`config.mk`:
```
export PLATFORM = sky130hd
export DESIGN_NAME = alu_exec_unit
export DESIGN_NICKNAME = d
export VERILOG_FILES = /design/src/rtl/alu_exec_unit.sv
export SDC_FILE = /design/constraint.sdc
export NUM_CORES = 1
export LEC_CHECK = 0
export CAP_MARGIN = 20
export CORE_MARGIN = 5
export CORE_UTILIZATION = 64
export CTS_CLUSTER_DIAMETER = 200
export DETAILED_ROUTE_END_ITERATION = 7
export HOLD_SLACK_MARGIN = 0.15
export PLACE_DENSITY = 0.91
export SYNTH_ARGS = -nofsm -noshare
export SYNTH_HDL_FRONTEND = slang
export SYNTH_SLANG_ARGS = --single-unit
```
`constraint.sdc`:
```
create_clock -name clk -period 7.2 [get_ports clk]
set_input_delay 0.72 -clock clk [delete_from_list [all_inputs] [get_ports clk]]
set_output_delay 0.72 -clock clk [all_outputs]
set_load 0.03 [all_outputs]
```
`src/rtl/alu_exec_unit.sv`:
```
// alu_exec_unit
//   Execute-stage ALU between decode and writeback. Takes one operation per
//   in_valid/in_ready handshake. The result, branch decision and illegal-code
//   flag are held until the out_valid/out_ready handshake completes.
//   By default shifts run iteratively, one bit per cycle. Build with
//   ALU_BARREL_SHIFT_EN defined to compute shifts in a single cycle. Both
//   builds produce the same results.
//
// Ports
//   clk, rst          rising-edge clock, asynchronous active-high reset
//   in_valid/in_ready input handshake; in_ready is high only in IDLE
//   alu_ctrl [4:0]    decoder operation code
//   op_a, op_b        operands, sampled only when an operation is accepted
//   out_valid/out_ready  output handshake; outputs hold while stalled
//   result            ALU result
//   branch_taken      branch condition (branch codes only)
//   illegal_op        alu_ctrl was an unassigned code
//
// state | meaning
// IDLE  | waiting for an operation; in_ready=1
// SHIFT | iterative shift: one bit per cycle, cnt_q holds the bits remaining
// DONE  | out_valid=1, outputs held until out_ready
module alu_exec_unit #(
    parameter int XLEN = 32,
    parameter int SHW  = 5
) (
    input  logic            clk,
    input  logic            rst,
    input  logic            in_valid,
    output logic            in_ready,
    input  logic [4:0]      alu_ctrl,
    input  logic [XLEN-1:0] op_a,
    input  logic [XLEN-1:0] op_b,
    output logic            out_valid,
    input  logic            out_ready,
    output logic [XLEN-1:0] result,
    output logic            branch_taken,
    output logic            illegal_op
);

    typedef enum logic [1:0] {IDLE, SHIFT, DONE} state_t;
    typedef enum logic [1:0] {SH_SLL, SH_SRL, SH_SRA} shift_t;

    state_t          state_q, state_d;
    shift_t          kind_q, kind_d;
    logic [XLEN-1:0] acc_q, acc_d;
    logic [SHW-1:0]  cnt_q, cnt_d;
    logic [XLEN-1:0] result_q, result_d;
    logic            taken_q, taken_d;
    logic            illegal_q, illegal_d;

    logic [XLEN-1:0] dec_res;
    logic            dec_taken;
    logic            dec_illegal;
    logic            dec_shift;
    shift_t          dec_kind;
    logic [XLEN-1:0] sum;
    logic [XLEN-1:0] acc_step;
    logic [SHW-1:0]  shamt;
    logic            lt_s, lt_u, eq;

    assign shamt = op_b[SHW-1:0];
    assign sum   = op_a + op_b;
    assign lt_s  = $signed(op_a) < $signed(op_b);
    assign lt_u  = op_a < op_b;
    assign eq    = op_a == op_b;

    always_comb begin
        dec_res     = '0;
        dec_taken   = 1'b0;
        dec_illegal = 1'b0;
        dec_shift   = 1'b0;
        dec_kind    = SH_SLL;
        unique case (alu_ctrl)
            5'b00000: dec_res = sum;
            5'b00001: dec_res = op_b;
            5'b00010: dec_res = op_a - op_b;
            5'b00011: dec_res = {sum[XLEN-1:1], 1'b0};
            5'b00100: dec_res = {{(XLEN-1){1'b0}}, lt_u};
            5'b00101: dec_res = op_a ^ op_b;
            5'b00110: dec_res = op_a | op_b;
            5'b00111: dec_res = op_a & op_b;
            5'b01000, 5'b10011: begin dec_shift = 1'b1; dec_kind = SH_SLL; end
            5'b01010, 5'b10101: begin dec_shift = 1'b1; dec_kind = SH_SRL; end
            5'b01001, 5'b10100: begin dec_shift = 1'b1; dec_kind = SH_SRA; end
            5'b01100: dec_res = {{(XLEN-1){1'b0}}, lt_s};
            5'b01101: dec_taken = eq;
            5'b10010: dec_taken = !eq;
            5'b10000: dec_taken = lt_s;
            5'b01110: dec_taken = !lt_s;
            5'b10001: dec_taken = lt_u;
            5'b01111: dec_taken = !lt_u;
            5'b10110: dec_res = op_a | op_b;
            5'b10111: dec_res = op_a;
            default:  dec_illegal = 1'b1;
        endcase
        if (dec_taken) begin
            dec_res = {{(XLEN-1){1'b0}}, 1'b1};
        end
`ifdef ALU_BARREL_SHIFT_EN
        if (dec_shift) begin
            unique case (dec_kind)
                SH_SRL:  dec_res = op_a >> shamt;
                SH_SRA:  dec_res = XLEN'($signed(op_a) >>> shamt);
                default: dec_res = op_a << shamt;
            endcase
        end
`endif
    end

    always_comb begin
        unique case (kind_q)
            SH_SRL:  acc_step = {1'b0, acc_q[XLEN-1:1]};
            SH_SRA:  acc_step = {acc_q[XLEN-1], acc_q[XLEN-1:1]};
            default: acc_step = {acc_q[XLEN-2:0], 1'b0};
        endcase
    end

    always_comb begin
        state_d   = state_q;
        kind_d    = kind_q;
        acc_d     = acc_q;
        cnt_d     = cnt_q;
        result_d  = result_q;
        taken_d   = taken_q;
        illegal_d = illegal_q;
        unique case (state_q)
            IDLE: begin
                if (in_valid) begin
                    result_d  = dec_res;
                    taken_d   = dec_taken;
                    illegal_d = dec_illegal;
                    state_d   = DONE;
`ifndef ALU_BARREL_SHIFT_EN
                    if (dec_shift) begin
                        // shamt==0 completes with a unchanged
                        result_d = op_a;
                        if (shamt != '0) begin
                            state_d = SHIFT;
                            acc_d   = op_a;
                            cnt_d   = shamt;
                            kind_d  = dec_kind;
                        end
                    end
`endif
                end
            end
            SHIFT: begin
                acc_d = acc_step;
                cnt_d = cnt_q - SHW'(1);
                if (cnt_q == SHW'(1)) begin
                    result_d = acc_step;
                    state_d  = DONE;
                end
            end
            DONE: begin
                if (out_ready) begin
                    state_d = IDLE;
                end
            end
            default: state_d = IDLE;
        endcase
    end

    always_ff @(posedge clk or posedge rst) begin
        if (rst) begin
            state_q   <= IDLE;
            kind_q    <= SH_SLL;
            acc_q     <= '0;
            cnt_q     <= '0;
            result_q  <= '0;
            taken_q   <= 1'b0;
            illegal_q <= 1'b0;
        end else begin
            state_q   <= state_d;
            kind_q    <= kind_d;
            acc_q     <= acc_d;
            cnt_q     <= cnt_d;
            result_q  <= result_d;
            taken_q   <= taken_d;
            illegal_q <= illegal_d;
        end
    end

    assign in_ready     = (state_q == IDLE);
    assign out_valid    = (state_q == DONE);
    assign result       = result_q;
    assign branch_taken = taken_q;
    assign illegal_op   = illegal_q;

endmodule
```
==> results of run 1 <==
-- metal layers --
layer | GRT usage [%] | vias to the layer above
met2 | 56.9 | 808
met1 | 52.6 | 5233
met3 | 7.43 | 103
met5 | 0 | -
li1 | - | 4993
met4 | 14.4 | 0
-- per-stage QoR --
stage / setup WS [ps] / total power (W)
floorplan: 3880 / 0.00186
global placement: 2780 / 0.00239
detailed placement: 2760 / 0.00243
CTS: 3100 / 0.00299
global route: 2730 / 0.00318
finish: 2980 / 0.00304
-- power groups by stage --
stage / clock network (W) / registers [W] / logic, W
after floorplan: 0 / 0.000920 / 0.000944
after global placement: 0 / 0.000786 / 0.00161
after detailed placement: 0 / 0.000791 / 0.00164
after CTS: 0.000556 / 0.000785 / 0.00165
after global routing: 0.000574 / 0.000814 / 0.00180
final: 0.000557 / 0.000793 / 0.00169
-- placed cells by master, fill, tap and decap left out, types with 14 or more instances in the layout --
| cell | Yosys | layout |
|---|---|---|
| nand2_1 | 133 | 133 |
| ha_1 | 112 | 112 |
| a21oi_1 | 108 | 108 |
| clkdlybuf4s50_1 | 0 | 108 |
| o21ai_0 | 98 | 98 |
| inv_1 | 98 | 97 |
| nor2_1 | 99 | 97 |
| dfrtp_1 | 75 | 75 |
| mux2i_1 | 33 | 33 |
| nand3_1 | 28 | 28 |
| a221oi_1 | 27 | 27 |
| a22oi_1 | 26 | 26 |
| nor2b_1 | 26 | 25 |
| nor3_1 | 27 | 25 |
| o22ai_1 | 23 | 23 |
| a22o_1 | 23 | 23 |
| a211oi_1 | 21 | 21 |
| a31oi_1 | 20 | 20 |
| buf_4 | 1 | 20 |
| o21bai_1 | 18 | 18 |
| nand2b_1 | 17 | 17 |
| o211ai_1 | 17 | 17 |
| o31ai_1 | 14 | 14 |
-- state kept, by name, summed over array words and instances (netlist names) --
| signal | flops |
|---|---|
| acc_q | 32 |
| result | 32 |
| cnt_q | 5 |
| kind_q | 2 |
| state_q | 2 |
| branch_taken | 1 |
| illegal_op | 1 |
-- area by class of cell --
cell class,count,area (um^2),area share (%)
multi-input combinational,1059,7270,63.8
sequential,75,1880,16.5
timing repair buffer,129,1260,11.0
inverter,99,373,3.27
tap,211,264,2.32
clock buffer,9,225,1.98
clock inverter,7,124,1.09
-- cell families after synthesis --
kind of cell	after synthesis
XOR/XNOR	10
flip-flops	75
multiplexers	35
AO/OA/AOI/OAI	505
AND/OR/NAND/NOR	395
adder cells (fa/ha/maj)	114
buffers and inverters	190
-- worst max path at each step --
stage            start    endpoint  slack [ps]  depth (start not counted)
5_1_grt        op_b[1]  result[19]        2730                         12
6_report       op_b[0]  result[26]        2980                         13
3_3_place_gp   op_a[1]  result[19]        2780                         12
4_1_cts        op_b[0]  result[26]        3100                         13
3_5_place_dp   op_b[0]  result[26]        2760                         13
2_1_floorplan  op_a[1]  result[19]        3880                         11
-- critical path, stage by stage --
cell	delay [ps]
clkdlybuf4s50_1	580
ha_1	260
inv_1	70
fa_1	400
nor2b_1	200
o31ai_1	140
a2111o_1	440
a21boi_1	240
o21ai_0	150
a21oi_1	610
a21oi_1	120
or4_1	480
nand3_1	90
==> flow_metrics.env, run 1 <==
export IMPL_fin_nets=1560
export IMPL_worstHoldPathType="flip-flop to flip-flop"
export IMPL_fillers=1231
export IMPL_synth_compound_area_share_pct=34.7
export IMPL_ff2ff_setup_slack_ps=3670
export IMPL_fin_area_um2=11400
export IMPL_clkPwrFrac_pct=18.4
export IMPL_synth_top_family_by_area="compound AO/OA/AOI/OAI gates"
export IMPL_rr_startpoint="cnt_q[1]"
export IMPL_post_route_util_pct=74.4
export IMPL_power_density_nw_per_um2=267
export IMPL_finalWirelength_mm=35.3
export IMPL_drive_gt1_share_pct=5.22
export IMPL_cts_resized=0
export IMPL_layout_min_cycle_time_ps=4220
export IMPL_cts_root_buffer="clkbuf_16"
export IMPL_h_tree_depth=3
export IMPL_min_to="result[2]"
export IMPL_synth_top_area_share_pct=18.7
export IMPL_syn_area_um2=10000
export IMPL_vias=11100
export IMPL_path_class="input port to flip-flop"
export IMPL_drc=0
export IMPL_cp_required_ps=7500
export IMPL_vias_per_cell=7.01
export IMPL_placedCellCount=1572
export IMPL_start_util_pct=65.6
export IMPL_grt_usage_pct=37.5
export IMPL_hold_buffers=0
export IMPL_yosysMostFrequentCell="nand2_1"
export IMPL_fin_crit_sh_pct=58.6
export IMPL_async_flop_share_pct=100
export IMPL_startpoint_type="input port"
export IMPL_syn_avg_cell_area_um2=7.58
export IMPL_relSlewSlack_pct=37.8
export IMPL_syn_nets=1511
export IMPL_muxShareOfSynthArea_pct=3.51
export IMPL_ios=109
export IMPL_insertion_delay_ps=360
export IMPL_ir_drop_mv=0.223
export IMPL_synth_xor_area_share_pct=0.872
export IMPL_floorplan_rows=45
export IMPL_drt_met1_wl_mm=14.6
export IMPL_grt_overflow=0
export IMPL_r2r_end="result[30]"
export IMPL_diodes=0
export IMPL_switching_share_pct=46.7
export IMPL_wl_met2_mm=15.2
export IMPL_combPwrFrac_pct=55.5
export IMPL_routed_top_layer="met4"
export IMPL_yosys_top_cells_count="133 x nand2_1, 112 x ha_1, 108 x a21oi_1"
export IMPL_fin_worst_skew_ps=10.5
export IMPL_grt_max_degree=79
export IMPL_power_leakage_nw=4.72
export IMPL_grt_pass1_wl_mm=55.4
export IMPL_cp_max_fo=7
export IMPL_first_pass_iters=8
export IMPL_yosys_area_share_simple_pct=18.6
export IMPL_numPortBuffers=108
export IMPL_wl_per_cell_um=22.2
export IMPL_synth_area_leaders="dfrtp_1 19%, ha_1 14%, a21oi_1 5.4%, nand2_1 5.0%, o21ai_0 4.9%"
export IMPL_finalNonFillerCells=1589
export IMPL_p_switching_w=0.00142
export IMPL_synth_edf_count=0
export IMPL_drt_iter0_drc=1735
export IMPL_route_met3_wl_mm=4.23
export IMPL_fp_coreArea_um2=15300
export IMPL_area_growth_pct=13.5
export IMPL_outcome="complete, no violations"
export IMPL_p_seq_share_pct=26.1
export IMPL_synth_area_leader_cell="dfrtp_1"
export IMPL_ys_seq_area_share_pct=18.7
export IMPL_tightest_slew_ps=928
export IMPL_ys_warn_count=0
export IMPL_drv_cap=0
export IMPL_arrival_ps=4510
export IMPL_synth_fa_ha_area_share_pct=14.4
export IMPL_gp_congestion=1.06
export IMPL_die_w_um=135
export IMPL_end_kind="flip-flop"
export IMPL_dominantRegCellSynth="dfrtp_1"
export IMPL_grt_pass1_vias=10400
export IMPL_reg2reg_depth=11
export IMPL_cts_tree="built"
export IMPL_max_freq_mhz=237
export IMPL_p_int_w=0.00162
export IMPL_finalHoldViolations=0
export IMPL_hold_start="result[2]"
export IMPL_antenna_found_initial=0
export IMPL_holdWs_ps=487
export IMPL_die_y_um=135
export IMPL_setup_violations=0
export IMPL_final_antenna_net_count=0
export IMPL_ys_ff_latch=75
export IMPL_place_area_um2=11000
export IMPL_path_clk_slew_ps=60
export IMPL_setup_tns_final_ps=0
export IMPL_report_final_slew_viol_count=0
export IMPL_hpwlAfterDp_mm=24.9
export IMPL_cts_made_buffers=9
export IMPL_clock_sinks=75
export IMPL_cts_setup_buffers=0
export IMPL_syn_inst=1324
export IMPL_grt_setup_unrepaired="no"
export IMPL_synth_cell_types=90
export IMPL_whs_path_depth=2
export IMPL_cts_path_max_buffers=2
export IMPL_dieArea_um2=18300
(Power assumes the default switching activity.)
==> run 2, diff against run 1 <==
Settings changed: CORE_UTILIZATION 64 to 59, PLACE_DENSITY 0.91 to 0.85.
Clock period 7.2 ns to 4.41 ns, I/O delays scaled along.
==> run 2 against run 1 <==
Against the previous run:
- clock power grew 63%
- die area grew 7.8%
- clock skew grew 1.7 ps
- combinational power grew 66%
- critical endpoint is now result[0]
- largest power group unchanged
- highest routed layer unchanged
==> flow_metrics.env, run 2 (synthesis gave the netlist of run 1 again) <==
export IMPL_path_clk_slew_ps=70
export IMPL_area_growth_pct=16.1
export IMPL_cts_made_buffers=9
export IMPL_cts_path_max_buffers=2
export IMPL_route_met3_wl_mm=4.39
export IMPL_setup_violations=0
export IMPL_hold_buffers=0
export IMPL_grt_max_degree=41
export IMPL_clock_sinks=75
export IMPL_grt_overflow=0
export IMPL_final_cell_mix="133 x nand2_1, 112 x ha_1, 108 x a21oi_1, 108 x clkdlybuf4s50_1, 98 x o21ai_0"
export IMPL_finalWirelength_mm=36.9
export IMPL_vias=11300
export IMPL_cts_resized=0
export IMPL_tightest_slew_ps=996
export IMPL_hpwlAfterDp_mm=27.1
export IMPL_grt_setup_unrepaired="no"
export IMPL_fin_nets=1592
export IMPL_whs_path_depth=2
export IMPL_fillers=1403
export IMPL_worstPathCellList="clkdlybuf4s50_1 > inv_1 > ha_1 > nor3_1 > o31ai_1 > a31oi_1 > a22oi_1 > a211oi_1 > o41ai_1 > nor2_1 > a311oi_1 > a221oi_1"
export IMPL_worstHoldPathType="flip-flop to flip-flop"
export IMPL_fin_area_um2=11700
export IMPL_die_y_um=140
export IMPL_cts_tree="built"
export IMPL_vias_per_cell=6.96
export IMPL_fin_ws_ps=473
export IMPL_floorplan_rows=47
export IMPL_crit_family="compound AO/OA/AOI/OAI gates"
export IMPL_power_leakage_nw=4.88
export IMPL_wl_per_cell_um=22.6
export IMPL_drv_cap=0
export IMPL_holdWs_ps=478
export IMPL_routed_top_layer="met4"
export IMPL_die_w_um=140
export IMPL_path_class="input port to flip-flop"
export IMPL_first_pass_iters=8
export IMPL_cpMaxStageDelayCell="clkdlybuf4s50_1"
export IMPL_max_freq_mhz=254
export IMPL_cp_max_fo=9
export IMPL_ff2ff_setup_slack_ps=1290
export IMPL_drt_iter0_drc=1765
export IMPL_final_common_cell="nand2_1"
export IMPL_ios=109
export IMPL_final_antenna_net_count=0
export IMPL_startpoint_type="input port"
export IMPL_insertion_delay_ps=360
export IMPL_gp_congestion=1.08
export IMPL_grt_pass1_wl_mm=58.2
export IMPL_cts_root_buffer="clkbuf_16"
export IMPL_start_util_pct=60.3
export IMPL_reg2reg_depth=10
export IMPL_cts_setup_buffers=0
export IMPL_drt_met1_wl_mm=14.9
export IMPL_power_density_nw_per_um2=430
export IMPL_report_final_slew_viol_count=0
export IMPL_end_kind="flip-flop"
export IMPL_cp_required_ps=4620
export IMPL_setup_tns_final_ps=0
export IMPL_arrival_ps=4150
export IMPL_relSlewSlack_pct=33.6
export IMPL_h_tree_depth=3
export IMPL_slowest_delay_ps=580
export IMPL_grt_usage_pct=36.2
export IMPL_place_area_um2=11300
export IMPL_cp_depth=12
export IMPL_grt_pass1_vias=10700
export IMPL_outcome="complete, no violations"
export IMPL_fin_worst_skew_ps=12.2
export IMPL_drc=0
export IMPL_fp_coreArea_um2=16600
export IMPL_layout_min_cycle_time_ps=3940
export IMPL_finalHoldViolations=0
export IMPL_wl_met2_mm=16.1
export IMPL_finalPower_w=0.00502
export IMPL_dp_slack_ps=289
export IMPL_ir_drop_mv=0.534
export IMPL_antenna_found_initial=1
export IMPL_fin_crit_sh_pct=89.3
export IMPL_dieArea_um2=19700
export IMPL_path_buf_inv=2
export IMPL_drive_gt1_share_pct=7.38
export IMPL_numPortBuffers=108
run 2: cell types whose count changed in the layout (fill, tap and decap cells not counted), sizes merged:
cell / before / now
clkinvlp: 1 / 0
buf: 21 / 53
diode: 0 / 1
inv: 100 / 101
run 2: area by class of cell:
class,count,area (um^2),share of cell area (%)
inverter,99,373,3.20
tap,220,275,2.36
antenna,1,2.50,0.0215
clock buffer,9,225,1.93
sequential,75,1880,16.1
timing repair buffer,161,1520,13.0
multi-input combinational,1059,7270,62.4
clock inverter,7,121,1.04
run 2: metrics by stage:
| step | instances | util, % |
|---|---|---|
| detailed placement | 1614 | 68.0 |
| global placement | 1614 | 68.0 |
| global route | 1630 | 70.1 |
| floorplan | 1324 | - |
| finish | 1631 | 70.1 |
| CTS | 1630 | 70.1 |
run 2: metal layers:
metal  track usage (%)  vias up
li1                  -     5076
met1              49.8     5267
met2              55.5      859
met3              6.92      146
met4              15.7        0
met5                 0        -
run 2: final timing paths:
| check | to | from |
|---|---|---|
| worst min-delay path | result[8] | result[8] |
| worst max register to register | result[30] | cnt_q[1] |
| min in group asynchronous | result[2] | rst |
| max in group asynchronous | acc_q[15] | rst |
| worst max-delay path | result[0] | op_b[2] |
| worst min register to register | result[8] | result[8] |
run 2: power breakdown:
part           switching, W  internal [W]
combinational       0.00171       0.00109
clock              0.000350      0.000559
sequential         0.000284       0.00102
total               0.00235       0.00267
run 2: worst register-to-register path, cell delays in order (launching register included):
cell	delay, ps
dfrtp_1	390
inv_1	90
ha_1	150
nor4b_1	370
mux2i_1	240
or2_2	530
or4_1	590
a21oi_1	150
o31a_1	170
o22a_1	150
o221ai_1	130
